`src/rtl/ifetch.sv`:
```
// rtl/ifetch.sv - instruction fetch unit with prefetch FIFO
// Single-outstanding imem port; jumps flush the FIFO and redirect the fetch PC.
module ifetch #(
  parameter logic [15:0] RESET_PC   = 16'h0000,
  parameter int          FIFO_DEPTH = 2
) (
  input  logic        clk,
  input  logic        rst,
  output logic        imem_req_out,
  output logic [15:0] imem_addr_out,
  input  logic        imem_ack_in,
  input  logic [15:0] imem_data_in,
  input  logic        ins_ready_in,
  output logic        il_out,
  output logic [15:0] ins_out,
  output logic [15:0] pc_out,
  input  logic        jump_in,
  input  logic [15:0] jump_addr_in
);
  localparam int PW = $clog2(FIFO_DEPTH);
  localparam int CW = $clog2(FIFO_DEPTH + 1);
  localparam logic [CW-1:0] DEPTH_C = CW'(FIFO_DEPTH);
  localparam logic [PW-1:0] LAST_C  = PW'(FIFO_DEPTH - 1);

  typedef enum logic [1:0] {IDLE, REQ, FLUSH} state_t;

  state_t        r_state, w_state_next;
  logic          r_req;
  logic [15:0]   r_addr, w_addr_next;
  logic [15:0]   r_pc, w_pc_next;
  logic [15:0]   r_fifo_addr [FIFO_DEPTH];
  logic [15:0]   r_fifo_data [FIFO_DEPTH];
  logic [PW-1:0] r_rd_ptr, r_wr_ptr;
  logic [CW-1:0] r_count, w_count_next;
  logic          w_empty, w_ack, w_push, w_pop, w_busy_after;

  assign w_empty      = (r_count == '0);
  assign w_ack        = r_req && imem_ack_in;
  // Acks in FLUSH, or coincident with a jump, belong to a stale stream.
  assign w_push       = w_ack && (r_state == REQ) && !jump_in;
  assign w_pop        = !w_empty && ins_ready_in && !jump_in;
  assign w_busy_after = r_req && !imem_ack_in;

  assign il_out        = w_pop;
  assign ins_out       = w_empty ? 16'h0000 : r_fifo_data[r_rd_ptr];
  assign pc_out        = w_empty ? 16'h0000 : r_fifo_addr[r_rd_ptr];
  assign imem_req_out  = r_req;
  assign imem_addr_out = r_addr;

  always_comb begin
    w_count_next = r_count;
    if (jump_in)
      w_count_next = '0;
    else if (w_push && !w_pop)
      w_count_next = r_count + CW'(1);
    else if (!w_push && w_pop)
      w_count_next = r_count - CW'(1);
  end

  always_comb begin
    w_state_next = r_state;
    w_addr_next  = r_addr;
    w_pc_next    = r_pc;
    if (jump_in)
      w_pc_next = jump_addr_in;
    else if (w_push)
      w_pc_next = r_addr + 16'd1;

    if (w_busy_after) begin
      // Request still in flight: req/addr hold, a jump turns it stale.
      w_state_next = (jump_in || r_state == FLUSH) ? FLUSH : REQ;
    end else if (w_count_next < DEPTH_C) begin
      w_state_next = REQ;
      w_addr_next  = w_pc_next;
    end else begin
      w_state_next = IDLE;
    end
  end

  always_ff @(posedge clk) begin
    if (rst) begin
      r_state  <= IDLE;
      r_req    <= 1'b0;
      r_addr   <= RESET_PC;
      r_pc     <= RESET_PC;
      r_rd_ptr <= '0;
      r_wr_ptr <= '0;
      r_count  <= '0;
    end else begin
      r_state <= w_state_next;
      r_req   <= (w_state_next != IDLE);
      r_addr  <= w_addr_next;
      r_pc    <= w_pc_next;
      r_count <= w_count_next;
      if (jump_in) begin
        r_rd_ptr <= '0;
        r_wr_ptr <= '0;
      end else begin
        if (w_push)
          r_wr_ptr <= (r_wr_ptr == LAST_C) ? '0 : r_wr_ptr + PW'(1);
        if (w_pop)
          r_rd_ptr <= (r_rd_ptr == LAST_C) ? '0 : r_rd_ptr + PW'(1);
      end
    end
  end

  always_ff @(posedge clk) begin
    if (w_push) begin
      r_fifo_addr[r_wr_ptr] <= r_addr;
      r_fifo_data[r_wr_ptr] <= imem_data_in;
    end
  end

  always_ff @(posedge clk) begin
    if (!rst)
      assert (!(w_push && r_count == DEPTH_C));
  end
endmodule

```
`config.mk`:
```
export PLATFORM = sky130hd
export DESIGN_NAME = ifetch
export DESIGN_NICKNAME = d
export VERILOG_FILES = /design/src/rtl/ifetch.sv
export SDC_FILE = /design/constraint.sdc
export NUM_CORES = 1
export LEC_CHECK = 0
export BUFFER_PORTS_ARGS = -buffer_cell sky130_fd_sc_hd__buf_2
export CAP_MARGIN = 20
export CORE_AREA = 2 2 99 101
export CTS_CLUSTER_SIZE = 25
export DETAILED_ROUTE_END_ITERATION = 8
export DIE_AREA = 0 0 101 103
export PLACE_DENSITY = 0.72
export SYNTH_ARGS = -nofsm -noshare
export SYNTH_HDL_FRONTEND = slang
export SYNTH_SLANG_ARGS = --single-unit
export TNS_END_PERCENT = 50
```
`constraint.sdc`:
```
create_clock -name clk -period 6 [get_ports clk]
set_input_delay 1.2 -clock clk [delete_from_list [all_inputs] [get_ports clk]]
set_output_delay 1.2 -clock clk [all_outputs]
set_load 0.02 [all_outputs]
```
======== Word level (Yosys, flattened, before mapping) ========
Memories as Yosys holds them, arrays and structs flattened. A register that Yosys moved wholly into a read port is not among the register bits.
Index checks and enable logic that the tools add are counted.
storage, ports and cells
  bits in writable memories ............... 64
  word-level logic and storage cells ...... 54
  register bits ........................... 39
  input port bits ......................... 37
  memories ................................ 2
memories
  memory       words  bits a word  rd ports  clocked after memory_dff  write ports  line  source
  r_fifo_addr  2      16           1         1                         1            31    logic [15:0] r_fifo_addr [FIFO_DEPTH];
  r_fifo_data  2      16           1         1                         1            32    logic [15:0] r_fifo_data [FIFO_DEPTH];
operators by class
  $add $sub $neg .......................... 5
  $lt $le $gt $ge ......................... 1
  eq/ne operators ......................... 2
  bitwise operators ....................... 1
  multiplexer cells ....................... 18
  reductions and logical operators ........ 18
operators with widths
  cell                     number
  $mux W16                 4
  $add A16 B1 Y16 const B  1
  $mux W2                  5
  $mux W1                  9
  $logic_and A1 B1 Y1      8
  $logic_not A1 Y1         5
  $add A1 B1 Y1 const B    2
  $add A2 B1 Y2 const B    1
  $eq A2 B1 Y1 const B     1
  $eq A2 B2 Y1 const B     1
  $logic_not A2 Y1         1
  $lt A2 B2 Y1 const B     1
  $reduce_and A2 Y1        1
  $reduce_bool A2 Y1       1
  $reduce_or A2 Y1         1
  $sub A2 B1 Y2 const B    1
  $logic_or A1 B1 Y1       1
  $not A1 Y1               1

======== Longest topological paths before layout ========
  depth after elaboration ................. 12
  mapped depth ............................ 12
  depth with buffers taken out ............ 10

======== Least setup slack after synthesis ========
OpenSTA, ideal clock, no wires.
  path type ............................... input to register
  start ................................... input port imem_ack_in
  end ..................................... memory r_fifo_addr[0][0], enable pin
  arrival time ............................ 3.184 ns
  required time ........................... 5.579 ns
  path buffers ............................ 1
  slack ................................... 2.394 ns
  stages .................................. 5
  library setup time ...................... 0.421 ns
  cell sequence ........................... nand4b_2 -> buf_4 -> nor2_8 -> inv_1 -> nor2_1
on the way
  word-level cells in the longest chain between the ends .. 5
ends and longest elaborated chain
  item                               line  source
  start, declared                    11    input logic imem_ack_in,
  $logic_and A1 B1 Y1                38    assign w_ack = r_req && imem_ack_in;
  $logic_and A1 B1 Y1 (2 in series)  40    assign w_push = w_ack && (r_state == REQ) && !jump_in;
  $mux W1                            108   if (w_push) begin
  $mux W1 (not written as such)      109   r_fifo_addr[r_wr_ptr] <= r_addr;
  end, declared                      31
Every way passes these cells.

======== Worst setup path after layout ========
  start ................................... input port imem_ack_in
  end ..................................... register r_addr[0] (netlist: imem_addr_out[0])
on the way
  word-level cells in the longest chain between the ends .. 10
  elaborated cells on any way between the ends .. 16
ends and longest elaborated chain
  item                                line  source
  $logic_and A1 B1 Y1                 38
  $logic_and A1 B1 Y1 (2 in series)   40
  $logic_not A1 Y1                    56    else if (!w_push && w_pop)
  $logic_and A1 B1 Y1                 56
  $mux W2                             56
  $mux W2                             54    else if (w_push && !w_pop)
  $mux W2                             52    if (jump_in)
  $lt A2 B2 Y1                        72    end else if (w_count_next < DEPTH_C) begin
  $reduce_and A2 Y1 (no source line)  --
  end signal, assigned                92    r_addr <= w_addr_next;
  end, declared                       29    logic [15:0] r_addr, w_addr_next;
Parallel ways exist; a longest one is shown, timed or not.
A chain may end at the register's enable or synchronous reset.

==> results.json <==
{
  "run_status": "completed",
  "finalWeightedCongestion": 0.813,
  "numPortBuffers": 86,
  "drive_gt1_frac": 0.271,
  "most-common-layout-cells": "buf_2, edfxtp_1, nor2_1",
  "setup_tns_ns": 0,
  "fin_clk_skew_ns": 0.0109,
  "hold_path_startpoint": "r_pc[1]",
  "yosysSeqAreaShare": 0.597,
  "route.antenna.remaining_nets": 0,
  "grt_max_degree": 40,
  "cts_resized": 0,
  "tightestPinTransition_ns": 0.994,
  "whs_endpoint": "r_pc[1]",
  "synth.cell_area_sq_um": 4560,
  "final.min_clock_period_ns": 3.89,
  "start_util": 0.482,
  "crit-reg2reg-capture": "imem_addr_out[0]",
  "final_common_cell": "buf_2",
  "critical_path_arrival_ns": 4.14,
  "grt_antenna_before_repair": 0,
  "avgSynthCellArea_sq_um": 11.9,
  "post-place-ws_ns": 1.76,
  "layout_setup_ws_ns": 2.11,
  "path_class": "in -> reg",
  "first_iter_violations": 171,
  "cts_hold_repair.buffers": 0,
  "multi_input_area_sq_um": 1690,
  "tritoncts": "built",
  "worst_hold_path_type": "reg -> reg",
  "num_antenna_cells": 0,
  "timing_max_transition_violations_final": 0,
  "path_clk_slew_ns": 0.10,
  "yosys_warnings": 0,
  "post_drt_via_cell_ratio": 5.61,
  "ys_async_sr_fraction": 0,
  "worst_r2r_path_depth": 9,
  "synth.ff_latch_count": 104,
  "switching_share": 0.246,
  "netlist_instances": 383,
  "ios": 87,
  "cts.sink_count": 104,
  "synth_cell_types": 48,
  "cp-start-kind": "input port",
  "hold_depth": 2,
  "worst_vdd_ir_mv": 0.118,
  "reg2reg_setup_slack_ns": 2.63,
  "drt_drc_violations_left": 0,
  "slew_headroom": 0.337,
  "power.static_leakage_nw": 1.93,
  "p_per_area_nw_per_um2": 259,
  "tritoncts.num_buffers": 9,
  "die_h_um": 103,
  "route.met2.wl_um": 4470,
  "clock.fmax_mhz": 257,
  "clockRootBuffer": "clkbuf_8",
  "clk_latency_ns": 0.36,
  "max-clock-path-buffers": 2,
  "final-seq-area_sq_um": 2720,
  "met3_length_um": 562,
  "htreeDepth": 3,
  "timing.rr.start": "imem_req_out",
  "pwr-share-seq": 0.600,
  "data_required_time_at_the_worst_endpoint_ns": 6.25,
  "m1WireLength_um": 4420,
  "clkPwrFrac": 0.317,
  "number_of_rows_created_at_floorplan": 36,
  "wl_um": 9560,
  "num_vias": 3224,
  "die_w_um": 101,
  "hold_viol_final": 0,
  "max_cap_violations": 0,
  "synth.net_count": 424,
  "globalRouteTotalUtil": 0.185,
  "cts_post_setup_buffers_inserted": 0,
  "timing.final.setup_violations": 0,
  "yosys_most_used_dff": "edfxtp_1",
  "first_global_vias": 2923,
  "area.growth.synth_to_final_pct": 14.8,
  "rsz_0062_raised_after_global_routing": "false",
  "pwr-share-comb": 0.083,
  "first_pass_grt_wire_length_um": 14800,
  "post-dp-hpwl_um": 6200,
  "fp.dieArea_sq_um": 10400,
  "count_of_filler_cells_inserted_in_the_layout": 813,
  "coreArea_sq_um": 9460,
  "top_signal_layer_used": "met4",
  "globalRouteOverflowTotal": 0,
  "net-switching-power_uw": 333,
  "dr.pass1.iters": 6,
  "synth_edf_count": 64,
  "worstSetupEndpointType": "register",
  "detail_route.wl_per_cell_um": 16.6,
  "crit_path_max_fanout": 22,
  "finalCritPeriodShare": 0.648,
  "p_int_mw": 1.02,
  "nNetsFinal": 497
}
==> per-stage QoR <==
step,std cells,total power [mW],utilization,area [sq um],hold WS [ns]
floorplan,383,0.896,-,4560,0.459
CTS,575,1.36,0.553,5240,0.504
detailed placement,559,0.942,0.533,5040,0.490
global route,575,1.41,0.553,5240,0.540
finish,575,1.35,0.553,5240,0.509
global placement,559,0.937,0.533,5040,0.486
==> sequential cells by signal (all words and copies together) (netlist names), named ones only <==
register       cells
r_wr_ptr           1
imem_req_out       1
r_rd_ptr           1
imem_addr_out     16
r_fifo_data       32
r_count            2
r_state            2
r_fifo_addr       32
r_pc              16
==> per-layer routing <==
layer	up-vias	track usage
met5	-	0
met4	0	0.0593
met1	1559	0.249
li1	1567	-
met2	89	0.294
met3	9	0.0475
==> critical path, cell delays in order <==
cell and delay [ns]:
buf_2 0.11, nand4b_2 0.51, nor2_8 0.36, inv_1 0.13, ha_1 0.23, nor2b_1 0.15
o311ai_2 0.26, buf_4 0.31, and2_1 0.48, mux2_2 0.39
==> Yosys cell counts (2+ instances only) <==
cell type	n	area [sq um]
nor4b_1	2	17.5
o31a_1	3	26.3
a21o_1	3	22.5
o21ai_1	7	35.0
edfxtp_1	64	1920
ha_1	4	50.1
nor4_2	5	62.6
xor2_1	3	26.3
a311oi_1	6	52.6
xnor2_1	2	17.5
mux2i_1	35	350
nand2b_1	4	25.0
clkbuf_1	13	48.8
buf_2	11	55.1
and4_1	5	43.8
a311oi_2	3	45.0
nand2_1	17	63.8
a31oi_1	7	43.8
inv_1	6	22.5
nor2_1	44	165
o21a_1	5	37.5
dfxtp_1	40	801
nor2b_1	7	43.8
a211oi_1	8	60.1
and3_1	5	31.3
nand3_1	13	65.1
nand4_2	2	25.0
a21oi_1	22	110
nor3_1	11	55.1
o21ai_0	5	25.0
and2_1	4	25.0
==> layout make-up <==
| cell class | count | area share |
|---|---|---|
| Clock inverter | 6 | 0.0129 |
| Inverter | 7 | 0.00502 |
| Multi-Input combinational cell | 245 | 0.324 |
| Clock buffer | 10 | 0.0244 |
| Tap cell | 114 | 0.0272 |
| Timing Repair Buffer | 89 | 0.0865 |
| Sequential cell | 104 | 0.520 |
==> cells by family after synthesis <==
kind of cell	count (synthesis)	synth area share
buf+inv	34	0.0335
compound gates	73	0.110
mux	37	0.0817
fa+ha+maj	4	0.0110
simple gates	126	0.157
xor+xnor	5	0.00960
flops	104	0.597
==> worst max path at each step <==
stage | from | end
finish | imem_ack_in | imem_addr_out[0]
global route | imem_ack_in | imem_addr_out[0]
CTS | imem_ack_in | imem_addr_out[0]
detailed placement | imem_ack_in | imem_addr_out[0]
global placement | imem_ack_in | imem_addr_out[0]
floorplan | imem_ack_in | r_fifo_addr[0][0]
==> power by group through the flow <==
stage | Sequential, mW | Combinational [mW] | Clock [mW]
floorplan | 0.829 | 0.0666 | 0
global placement | 0.828 | 0.109 | 0
detailed placement | 0.829 | 0.112 | 0
CTS | 0.813 | 0.113 | 0.436
global route | 0.817 | 0.124 | 0.468
finish | 0.813 | 0.112 | 0.429
No activity file was read; power rests on OpenSTA's default activity.
